<file path="config.mk">
export PLATFORM = sky130hd
export DESIGN_NAME = rgb_sram_packer
export DESIGN_NICKNAME = d
export VERILOG_FILES = /design/src/rtl/rgb_sram_packer_pkg.sv /design/src/rtl/rgb_sram_packer_test_pattern_gen.sv /design/src/rtl/rgb_sram_packer.sv
export SDC_FILE = /design/constraint.sdc
export NUM_CORES = 1
export LEC_CHECK = 0
export CORE_MARGIN = 4
export CORE_UTILIZATION = 47
export CTS_CLUSTER_DIAMETER = 40
export CTS_CLUSTER_SIZE = 16
export DETAILED_ROUTE_END_ITERATION = 10
export PLACE_DENSITY = 0.71
export SYNTH_ARGS = -nofsm -noshare
export SYNTH_HDL_FRONTEND = slang
export SYNTH_SLANG_ARGS = --single-unit
</file>
<file path="constraint.sdc">
create_clock -name Clock -period 5.15 [get_ports Clock]
set_clock_uncertainty 0.15 [all_clocks]
set_input_delay 0.7725 -clock Clock [delete_from_list [all_inputs] [get_ports Clock]]
set_output_delay 0.7725 -clock Clock [all_outputs]
set_load 0.005 [all_outputs]
</file>
<file path="src/rtl/rgb_sram_packer_pkg.sv">
// Shared state encoding, pixel struct and frame-size constants for the RGB SRAM packer.
// Frame constants are given at the default 320x240 geometry; frame_pairs() derives them for other sizes.
package rgb_sram_packer_pkg;

   typedef enum logic [2:0] {
      S_RP_IDLE,
      S_RP_WAIT_P0,
      S_RP_WAIT_P1,
      S_RP_WR_1,
      S_RP_WR_2,
      S_RP_DONE
   } RGB_packer_state_type;

   typedef struct packed {
      logic [7:0] r;
      logic [7:0] g;
      logic [7:0] b;
   } rgb_t;

   localparam int SRAM_AW        = 18;
   localparam int DEF_IMG_WIDTH  = 320;
   localparam int DEF_IMG_HEIGHT = 240;
   localparam int FRAME_PAIRS    = DEF_IMG_WIDTH * DEF_IMG_HEIGHT / 2;
   localparam int FRAME_WORDS    = 3 * FRAME_PAIRS;

   function automatic int frame_pairs(input int width, input int height);
      return width * height / 2;
   endfunction

endpackage

</file>
<file path="src/rtl/rgb_sram_packer_test_pattern_gen.sv">
// Eight vertical colour bars across the row; the column advances once per consumed pixel.
// Combinational pixel from a registered column counter; the consumer paces it through advance.
module rgb_test_pattern_gen
   import rgb_sram_packer_pkg::*;
#(
   parameter int IMG_WIDTH = 320
) (
   input  logic Clock,
   input  logic Reset,
   input  logic advance,
   output rgb_t pixel
);

   localparam int CW    = $clog2(IMG_WIDTH);
   localparam int BAR_W = IMG_WIDTH / 8;

   logic [CW-1:0] col;
   logic [2:0]    bar;

   always_ff @(posedge Clock or posedge Reset) begin
      if (Reset) begin
         col <= '0;
      end else if (advance) begin
         col <= (col == CW'(IMG_WIDTH - 1)) ? '0 : col + CW'(1);
      end
   end

   assign bar     = 3'(col / CW'(BAR_W));
   assign pixel.r = {8{bar[2]}};
   assign pixel.g = {8{bar[1]}};
   assign pixel.b = {8{bar[0]}};

endmodule

</file>
<file path="src/rtl/rgb_sram_packer.sv">
// Packs raster RGB pixel pairs into three 16-bit SRAM words at consecutive addresses; RGB_PACKER_TEST_PATTERN_EN swaps the stream for colour bars.
// First word of a pair 1 cycle after pixel 1 is taken; pixel_ready is low during the two follow-on writes (2 px / 5 cycles peak).
module rgb_sram_packer
   import rgb_sram_packer_pkg::*;
#(
   parameter int IMG_WIDTH  = DEF_IMG_WIDTH,
   parameter int IMG_HEIGHT = DEF_IMG_HEIGHT
) (
   input  logic               Clock,
   input  logic               Reset,
   input  logic               Start,
   input  logic [SRAM_AW-1:0] SRAM_base_address,
   input  logic               pixel_valid,
   output logic               pixel_ready,
   input  logic [7:0]         pixel_R,
   input  logic [7:0]         pixel_G,
   input  logic [7:0]         pixel_B,
   output logic [SRAM_AW-1:0] SRAM_address,
   output logic [15:0]        SRAM_write_data,
   output logic               SRAM_we_n,
   output logic               Busy,
   output logic               Done
);

   localparam int PAIRS = frame_pairs(IMG_WIDTH, IMG_HEIGHT);
   localparam int CW    = $clog2(PAIRS + 1);

   RGB_packer_state_type state;
   logic [SRAM_AW-1:0]   ptr;
   logic [CW-1:0]        pair_cnt;
   rgb_t                 p0;
   rgb_t                 p1;
   rgb_t                 pix;
   logic                 xfer;

`ifdef RGB_PACKER_TEST_PATTERN_EN
   localparam logic STREAM_EN = 1'b0;
   logic unused_stream;

   assign unused_stream = ^{pixel_valid, pixel_R, pixel_G, pixel_B};
   assign xfer          = (state == S_RP_WAIT_P0) || (state == S_RP_WAIT_P1);

   rgb_test_pattern_gen #(
      .IMG_WIDTH (IMG_WIDTH)
   ) u_pattern (
      .Clock   (Clock),
      .Reset   (Reset),
      .advance (xfer),
      .pixel   (pix)
   );
`else
   localparam logic STREAM_EN = 1'b1;

   assign pix  = '{r: pixel_R, g: pixel_G, b: pixel_B};
   assign xfer = pixel_valid && pixel_ready;
`endif

   always_ff @(posedge Clock or posedge Reset) begin
      if (Reset) begin
         state           <= S_RP_IDLE;
         ptr             <= '0;
         pair_cnt        <= '0;
         p0              <= '0;
         p1              <= '0;
         pixel_ready     <= 1'b0;
         SRAM_address    <= '0;
         SRAM_write_data <= '0;
         SRAM_we_n       <= 1'b1;
         Busy            <= 1'b0;
         Done            <= 1'b0;
      end else begin
         SRAM_we_n <= 1'b1;
         Done      <= 1'b0;
         case (state)
            S_RP_IDLE: begin
               pixel_ready <= 1'b0;
               if (Start) begin
                  ptr      <= SRAM_base_address;
                  pair_cnt <= '0;
                  Busy     <= 1'b1;
                  state    <= S_RP_WAIT_P0;
               end
            end
            // ready rises one cycle into WAIT_P0 and stays up until pixel 1 is taken
            S_RP_WAIT_P0: begin
               pixel_ready <= STREAM_EN;
               if (xfer) begin
                  p0    <= pix;
                  state <= S_RP_WAIT_P1;
               end
            end
            S_RP_WAIT_P1: begin
               if (xfer) begin
                  p1              <= pix;
                  pixel_ready     <= 1'b0;
                  SRAM_address    <= ptr;
                  SRAM_write_data <= {p0.r, p0.g};
                  SRAM_we_n       <= 1'b0;
                  state           <= S_RP_WR_1;
               end else begin
                  pixel_ready <= STREAM_EN;
               end
            end
            S_RP_WR_1: begin
               SRAM_address    <= ptr + SRAM_AW'(1);
               SRAM_write_data <= {p0.b, p1.r};
               SRAM_we_n       <= 1'b0;
               state           <= S_RP_WR_2;
            end
            S_RP_WR_2: begin
               SRAM_address    <= ptr + SRAM_AW'(2);
               SRAM_write_data <= {p1.g, p1.b};
               SRAM_we_n       <= 1'b0;
               ptr             <= ptr + SRAM_AW'(3);
               pair_cnt        <= pair_cnt + CW'(1);
               state           <= (pair_cnt == CW'(PAIRS - 1)) ? S_RP_DONE : S_RP_WAIT_P0;
            end
            S_RP_DONE: begin
               Done  <= 1'b1;
               Busy  <= 1'b0;
               state <= S_RP_IDLE;
            end
            default: state <= S_RP_IDLE;
         endcase
      end
   end

endmodule

</file>
## Word-level counts from Yosys, hierarchy flattened

Index checks and enable logic that the tools add are counted.

- Reductions and logical operators: 13
- Multiplexer cells: 19
- Equality and inequality tests: 9
- Add/subtract/negate cells: 4

Operator list:

| kind | count |
|---|---|
| $pmux 18 s3 | 1 |
| $pmux 16 s3 | 1 |
| $add 18x2->18 const B | 2 |
| $mux 18 | 2 |
| $pmux 18 s2 | 1 |
| $mux 16 | 2 |
| $pmux 16 s2 | 1 |
| $add 18x1->18 const B | 1 |
| $add 16x1->16 const B | 1 |
| $eq 16x16->1 const B | 1 |
| $pmux 3 s5 | 1 |
| $mux 3 | 4 |
| $reduce_and 2->1 | 5 |
| $eq 3x2->1 const B | 2 |
| $eq 3x3->1 const B | 2 |
| $ne 2x2->1 const B | 3 |
| $reduce_bool 3->1 | 2 |
| $pmux 1 s2 | 2 |
| $reduce_bool 2->1 | 2 |
| $eq 3x1->1 const B | 1 |
| $logic_not 3->1 | 1 |
| $mux 1 | 3 |
| $pmux 1 s3 | 1 |
| $reduce_and 3->1 | 1 |
| 2 further kinds | 2 |

- Output and inout bits: 38
- Register bits after elaboration: 123
- Logic and storage cells: 60
- Input port bits: 46

## Logic depth before layout (Yosys ltp)

Gate-level depths: netlist of the first run.

- Depth in word-level cells: 3
- Mapped depth: 7
- Gate-level depth less buffers: 7

## Worst setup path after synthesis of the first run

OpenSTA, ideal clock, no wires.

- Path type: input to register
- From: input port pixel_valid
- To: register p0[10] (netlist name)
- Setup time: 125 ps
- Slack: 3023 ps
- Path buffers: 1
- Arrival: 1853 ps
- Cell stages on the path: 4
- Required time: 4875 ps
- Cell sequence: nand2_1 nor4b_4 buf_2 mux2_2

- Longest elaborated chain between the ends: 2

RTL lines:

| what | line | RTL |
|---|---|---|
| from (decl) | rgb_sram_packer.sv:13 | `input logic pixel_valid,` |
| $logic_and 1x1->1 | rgb_sram_packer.sv:55 | `assign xfer = pixel_valid && pixel_ready;` |
| $reduce_and 2->1 (no line) | n/a |  |
| to (signal assigned) | rgb_sram_packer.sv:88 | `p0 <= pix;` |
| to (decl) | rgb_sram_packer.sv:31 | `rgb_t p0;` |

Every way passes these cells.
A chain may end at the register's enable or synchronous reset.

## Worst setup path after layout of the first run

- From: register state[2]
- To: register SRAM_write_data[9]

- Longest elaborated chain between the ends: 3
- Elaborated cells on any way between the ends: 7
- Those cells by class: eq/ne: 4; mux: 1; reduce/logical: 2

RTL lines:

| what | line | RTL |
|---|---|---|
| from (decl) | rgb_sram_packer.sv:28 | `RGB_packer_state_type state;` |
| from (signal assigned) | rgb_sram_packer.sv:116 | `state <= (pair_cnt == CW'(PAIRS - 1)) ? S_RP_DONE : S_RP_WAIT_P0;` |
| $eq 3x2->1 / $eq 3x3->1 (equally long branches) | rgb_sram_packer.sv:74 | `case (state)` |
| $ne 2x2->1 (no line) / $reduce_bool 3->1 (equally long branches) | n/a |  |
| $reduce_and 2->1 (no line) | n/a |  |
| to (signal assigned) | rgb_sram_packer.sv:97 | `SRAM_write_data <= {p0.r, p0.g};` |
| to (signal assigned) | rgb_sram_packer.sv:106 | `SRAM_write_data <= {p0.b, p1.r};` |
| to (signal assigned) | rgb_sram_packer.sv:112 | `SRAM_write_data <= {p1.g, p1.b};` |
| to (decl) | rgb_sram_packer.sv:19 | `output logic [15:0] SRAM_write_data,` |

Parallel ways exist; a longest one is shown, timed or not.

==> flow_summary.yaml, run 1 <==
global_route:
  grt_pass1_vias: 4530
  grt_max_degree: 68
  grtUsageTotal: 0.1971
  antenna_found_initial: 0
  grt-ovfl-total: 0
  grt_pass1_wl_um: 22480
clock_network:
  cts_resized: 0
  clk_latency_ns: 0.41
  hold_buffers: 0
  tritoncts: "yes"
  cts_root_buf: "clkbuf_16"
  cts_setup_buffers: 0
  clkSinkCount: 123
  numCtsBuffers: 17
  htreeDepth: 4
  clockBufferDepth: 2
  cts.clk_slew.worst_paths_ns: 0.06
power:
  p_per_area_nw_per_um2: 613.0
  vdd_ir_drop_max_mv: 0.2632
  p_leak_nw: 3.003
floorplanning:
  ios: 84
  dieArea_um2: 14170
  fp-row-count: 40
  die_y_um: 119.0
  core_um2: 12060
  die_x_um: 119.0
  initial_core_util: 0.4805
timing:
  finalMaxSlewViolations: 0
  fin_crit_sh: 0.5642
  setup_violations: 0
  min_period_ns: 2.906
  max_freq_ghz: 0.3442
  hold_viol: 0
  maxSlewHeadroom: 0.1568
  setup_tns_ns: 0
  worstMarginPinSlew_ns: 1.260
  rsz0062_at_grt: "no"
critical_path:
  critPathMaxFanout: 22
  crit_type: "flop to flop"
  cp-start-kind: "flop"
  endpoint_kind: "flop"
  worst_ep_arrival_time_ns: 3.07
  worstPathRequired_ns: 5.32
final_layout:
  final_cell_mix: "dfrtp_1 (122), clkdlybuf4s50_1 (83), nor2_1 (52), nand2_1 (52), mux2_2 (48)"
  regArea_um2: 3079
  fin_cells: 796
  layout_commonest_cell: "dfrtp_1"
  nNetsFinal: 666
  syn_to_final_growth_pct: 27.42
  diodes: 0
  fill_cells: 996
  multi_input_area_um2: 2537
  drive_gt1_frac: 0.1640
synth:
  synth_nets: 593
  yosysSeqAreaShare: 0.5313
  synth_cells: 542
  netlist.area_leader.share: 0.5268
  syn_avg_cell_area_um2: 10.69
  synth-edff-count: 0
  yosys-top-cells-area: "dfrtp_1 (53%), mux2_2 (9.3%), nand2_1 (3.4%)"
  synth_top_area_cell: "dfrtp_1"
  syn-cell-area_um2: 5796
  synth-warning-count: 0
  ys.flop_type: "dfrtp_1"
  synth_cell_type_count: 58
  synthArstFlopShare: 1.000
  ys_ff_latch: 123
job:
  cap_violations: 0
routing:
  post_drt_via_cell_ratio: 5.695
  drt_iter0_markers: 277
  ant_nets: 0
  wl_um: 13690
  drtPass1Iterations: 5
  wl_per_cell_um: 17.20
  drc: 0
  vias: 4533
placed_design:
  hpwl_um: 8873
  placed_cells: 764
  numPortBuffers: 83
  place_congestion: 0.8627
status:
  status: "finished clean"
worst_hold_path:
  holdCritPathClass: "flop to flop"
[through the flow]
step	hold WS [ns]	power (W)	util	worst slack [ns]	cell area [um^2]
after floorplan	0.2986	0.002651	-	0.9583	5796
final	0.3346	0.004527	0.6122	2.244	7385
after CTS	0.3342	0.004554	0.6122	2.269	7385
after global routing	0.3645	0.004805	0.6122	2.102	7385
after global placement	0.3129	0.003187	0.5593	2.429	6746
after detailed placement	0.3195	0.003256	0.5593	2.357	6746
[cells by family (layout without fill, tap and decap cells)]
kind of cell,count (synthesis),in the layout,synth area share
flops,123,123,0.5313
xor+xnor,19,19,0.02871
buf+inv,44,130,0.03390
compound gates,127,127,0.1416
fa+ha+maj,5,5,0.01079
mux,51,51,0.09845
simple gates,173,173,0.1552
[critical path, cell delays in order (launching register included)]
cell	delay (ns)
dfrtp_1	0.62
and3b_1	0.56
nor2_1	1.09
nand2_1	0.13
a31oi_1	0.26
[sequential cells by signal, summed over array words and instances (netlist names)]
| name | count |
|---|---|
| state | 3 |
| Done | 1 |
| SRAM_address | 18 |
| SRAM_write_data | 16 |
| ptr | 18 |
| pixel_ready | 1 |
| p0 | 24 |
| Busy | 1 |
| p1 | 24 |
| SRAM_we_n | 1 |
| pair_cnt | 16 |
[report_power, final]
| group | internal (W) | leakage, nW | switching, W |
|---|---|---|---|
| Sequential | 0.00140 | 1.49 | 0.000381 |
| Combinational | 0.000783 | 1.20 | 0.000681 |
| Clock | 0.000823 | 0.308 | 0.000461 |
[worst paths after layout]
kind,startpoint,to,slack (ns),cells after the start
max,state[2]$_DFFE_PP0P_,SRAM_write_data[9]$_DFFE_PP0P_,2.24,4
min,pair_cnt[7]$_DFFE_PP0P_,pair_cnt[7]$_DFFE_PP0P_,0.33,1
max reg2reg,state[2]$_DFFE_PP0P_,SRAM_write_data[9]$_DFFE_PP0P_,2.24,4
min reg2reg,pair_cnt[7]$_DFFE_PP0P_,pair_cnt[7]$_DFFE_PP0P_,0.33,1
max in group asynchronous,Reset,ptr[13]$_DFFE_PP0P_,3.25,3
min in group asynchronous,Reset,p1[7]$_DFFE_PP0P_,0.60,2
[Yosys cell counts (all sizes together) (2+ instances only)]
| cell | number |
|---|---|
| a22oi | 19 |
| o311ai | 4 |
| nand4 | 11 |
| a221o | 5 |
| o21ai | 30 |
| and3 | 4 |
| o211ai | 9 |
| nand2b | 2 |
| nand4b | 3 |
| nor4b | 3 |
| a211oi | 2 |
| dfrtp | 122 |
| or3 | 2 |
| clkbuf | 15 |
| nor3 | 11 |
| mux2i | 3 |
| nor3b | 3 |
| inv | 7 |
| mux2 | 48 |
| and4 | 2 |
| xor2 | 2 |
| ha | 5 |
| o31ai | 2 |
| nand3b | 2 |
| nand3 | 12 |
| xnor2 | 17 |
| nor4 | 8 |
| a31oi | 20 |
| and2 | 2 |
| a21oi | 28 |
| buf | 22 |
| nand2 | 52 |
| and3b | 2 |
| nor2 | 52 |
[layer usage]
metal / wire (um) / vias to the layer above / global-route usage
li1: - / 2119 / -
met4: 208 / 0 / 0.08255
met2: 6591 / 159 / 0.3087
met1: 5970 / 2234 / 0.2533
met3: 917 / 21 / 0.06173
met5: 0 / - / 0
[layout make-up]
cell class / instances / area share
timing repair buffer: 91 / 0.1206
clock buffer: 18 / 0.05812
tap: 168 / 0.02846
clock inverter: 14 / 0.02830
inverter: 7 / 0.003897
multi-input combinational: 375 / 0.3436
sequential: 123 / 0.4170
No activity file was read; power rests on OpenSTA's default activity.
==> inputs of run 2 (changes only) <==
--- a/config.mk
+++ b/config.mk
@@ -10,7 +10,7 @@
 export CTS_CLUSTER_DIAMETER = 40
 export CTS_CLUSTER_SIZE = 16
 export DETAILED_ROUTE_END_ITERATION = 10
-export PLACE_DENSITY = 0.71
+export PLACE_DENSITY = 0.73
 export SYNTH_ARGS = -nofsm -noshare
 export SYNTH_HDL_FRONTEND = slang
 export SYNTH_SLANG_ARGS = --single-unit
==> constraint.sdc (replaced) <==
create_clock -name Clock -period 2.6 [get_ports Clock]
set_clock_uncertainty 0.15 [all_clocks]
set_input_delay 0.39 -clock Clock [delete_from_list [all_inputs] [get_ports Clock]]
set_output_delay 0.39 -clock Clock [all_outputs]
set_load 0.005 [all_outputs]
==> flow_summary.yaml, run 2 (synthesis results as in run 1) <==
critical_path:
  worst_ep_arrival_time_ns: 2.48
  cp-start-kind: "flop"
  worstPathRequired_ns: 2.78
  endpoint_kind: "flop"
  critPathMaxFanout: 14
  crit_type: "flop to flop"
power:
  vdd_ir_drop_max_mv: 0.6097
  p_per_area_nw_per_um2: 1181
  power_w: 0.008717
  clock_power_share: 0.253
  p_comb_frac: 0.346
  p_sw_frac: 0.3364
  seqPwrFrac: 0.401
  p_leak_nw: 2.993
  power.internal_w: 0.005784
  p_switching_w: 0.002932
placed_design:
  place_congestion: 0.7968
  hpwl_um: 9229
  placed_cells: 770
  numPortBuffers: 83
global_route:
  grtUsageTotal: 0.2039
  grt-ovfl-total: 0
  grt_max_degree: 55
  gr-usage-met1: 0.2611
  grt_pass1_vias: 4682
  met3_usage: 0.05556
  antenna_found_initial: 0
  globalRouteMet2Util: 0.3391
  grt-busiest-layer: "met2"
  grt_pass1_wl_um: 23340
final_layout:
  final_util: 0.6117
  syn_to_final_growth_pct: 27.31
  diodes: 0
  fin_cells: 799
  nNetsFinal: 672
  layout_commonest_cell: "dfrtp_1"
  drive_gt1_frac: 0.1648
  final_cell_mix: "dfrtp_1 (122), clkdlybuf4s50_1 (83), nor2_1 (52), nand2_1 (52), mux2_2 (48)"
  reg.largest.list: "p0 x24, p1 x24"
routing:
  drt_iter0_markers: 389
  drc: 0
  wl_per_cell_um: 17.57
  ant_nets: 0
  wl_um: 14040
  drtPass1Iterations: 5
  post_drt_via_cell_ratio: 5.757
  vias: 4600
clock_network:
  tritoncts: "yes"
  clk_latency_ns: 0.41
  cts_setup_buffers: 0
  clkSinkCount: 123
  cts.clk_slew.worst_paths_ns: 0.05
  htreeDepth: 4
  clockBufferDepth: 2
  numCtsBuffers: 17
  cts_root_buf: "clkbuf_16"
  cts_resized: 0
  hold_buffers: 0
timing:
  maxSlewHeadroom: 0.5291
  max_freq_ghz: 0.4348
  finalMaxSlewViolations: 0
  rsz0062_at_grt: "no"
  hold_ws_ns: 0.1938
  setup_violations: 0
  fin_crit_sh: 0.8846
  setup_tns_ns: 0
  worstMarginPinSlew_ns: 0.7042
  min_period_ns: 2.300
  hold_viol: 0
floorplanning:
  initial_core_util: 0.4805
  ios: 84
  die_x_um: 119.0
  die_y_um: 119.0
  fp-row-count: 40
  core_um2: 12060
  dieArea_um2: 14170
worst_hold_path:
  holdCritPathClass: "input pin to asynchronous set/reset pin"
job:
  cap_violations: 0
status:
  status: "finished clean"
[run 2: changes by cell type in the layout (fill, tap and decap cells not counted), moves of 3 or more]
cell and change:
buf_12 +3, clkinvlp_4 +3, clkinv_4 -3, inv_6 -5
clkinv_2 +3, buf_4 +3
[run 2: area by class of cell]
cell class                 count  area (um^2)
multi-input combinational    375         2537
sequential                   123         3079
clock inverter                 8        97.59
timing repair buffer          97        973.4
tap                          168        210.2
inverter                       7        30.03
fill                         976         4683
clock buffer                  21        450.4
[run 2: routing by layer]
layer	wire length, um	share of wire
met5	0	0
met4	159	0.011
met3	800	0.057
met2	7043	0.50
met1	6036	0.43
[run 2: critical path: stages, from the launching register on]
cell and delay [ns]:
dfrtp_1 0.60, or3b_1 0.57, nor3_4 0.29, nand3_2 0.19
nor3_2 0.22, mux2i_1 0.20
[run 2: power groups by stage]
| stage | clock network (W) | registers [W] | logic, W |
|---|---|---|---|
| floorplan | 0 | 0.00324 | 0.00201 |
| global placement | 0 | 0.00345 | 0.00292 |
| detailed placement | 0 | 0.00351 | 0.00302 |
| CTS | 0.00225 | 0.00349 | 0.00304 |
| global route | 0.00233 | 0.00362 | 0.00336 |
| finish | 0.00221 | 0.00350 | 0.00301 |
[run 2: final timing paths]
check,from,end,slack (ns),depth (start not counted)
worst max register to register,state[2]$_DFFE_PP0P_,pair_cnt[15]$_DFFE_PP0P_,0.30,5
max in group asynchronous,Reset,SRAM_we_n$_DFF_PP1_,1.43,3
worst min-delay path,Reset,p1[23]$_DFFE_PP0P_,0.19,2
worst min register to register,pair_cnt[14]$_DFFE_PP0P_,pair_cnt[14]$_DFFE_PP0P_,0.34,1
worst max-delay path,state[2]$_DFFE_PP0P_,pair_cnt[15]$_DFFE_PP0P_,0.30,5
min in group Clock,pair_cnt[14]$_DFFE_PP0P_,pair_cnt[14]$_DFFE_PP0P_,0.34,1
[run 2: stage by stage]
step                area [um^2]  setup slack [ns]
finish                     7378            0.3000
global route               7378            0.1540
CTS                        7378            0.3000
detailed placement         6830            0.3249
global placement           6830            0.3944
floorplan                  5799            0.5495
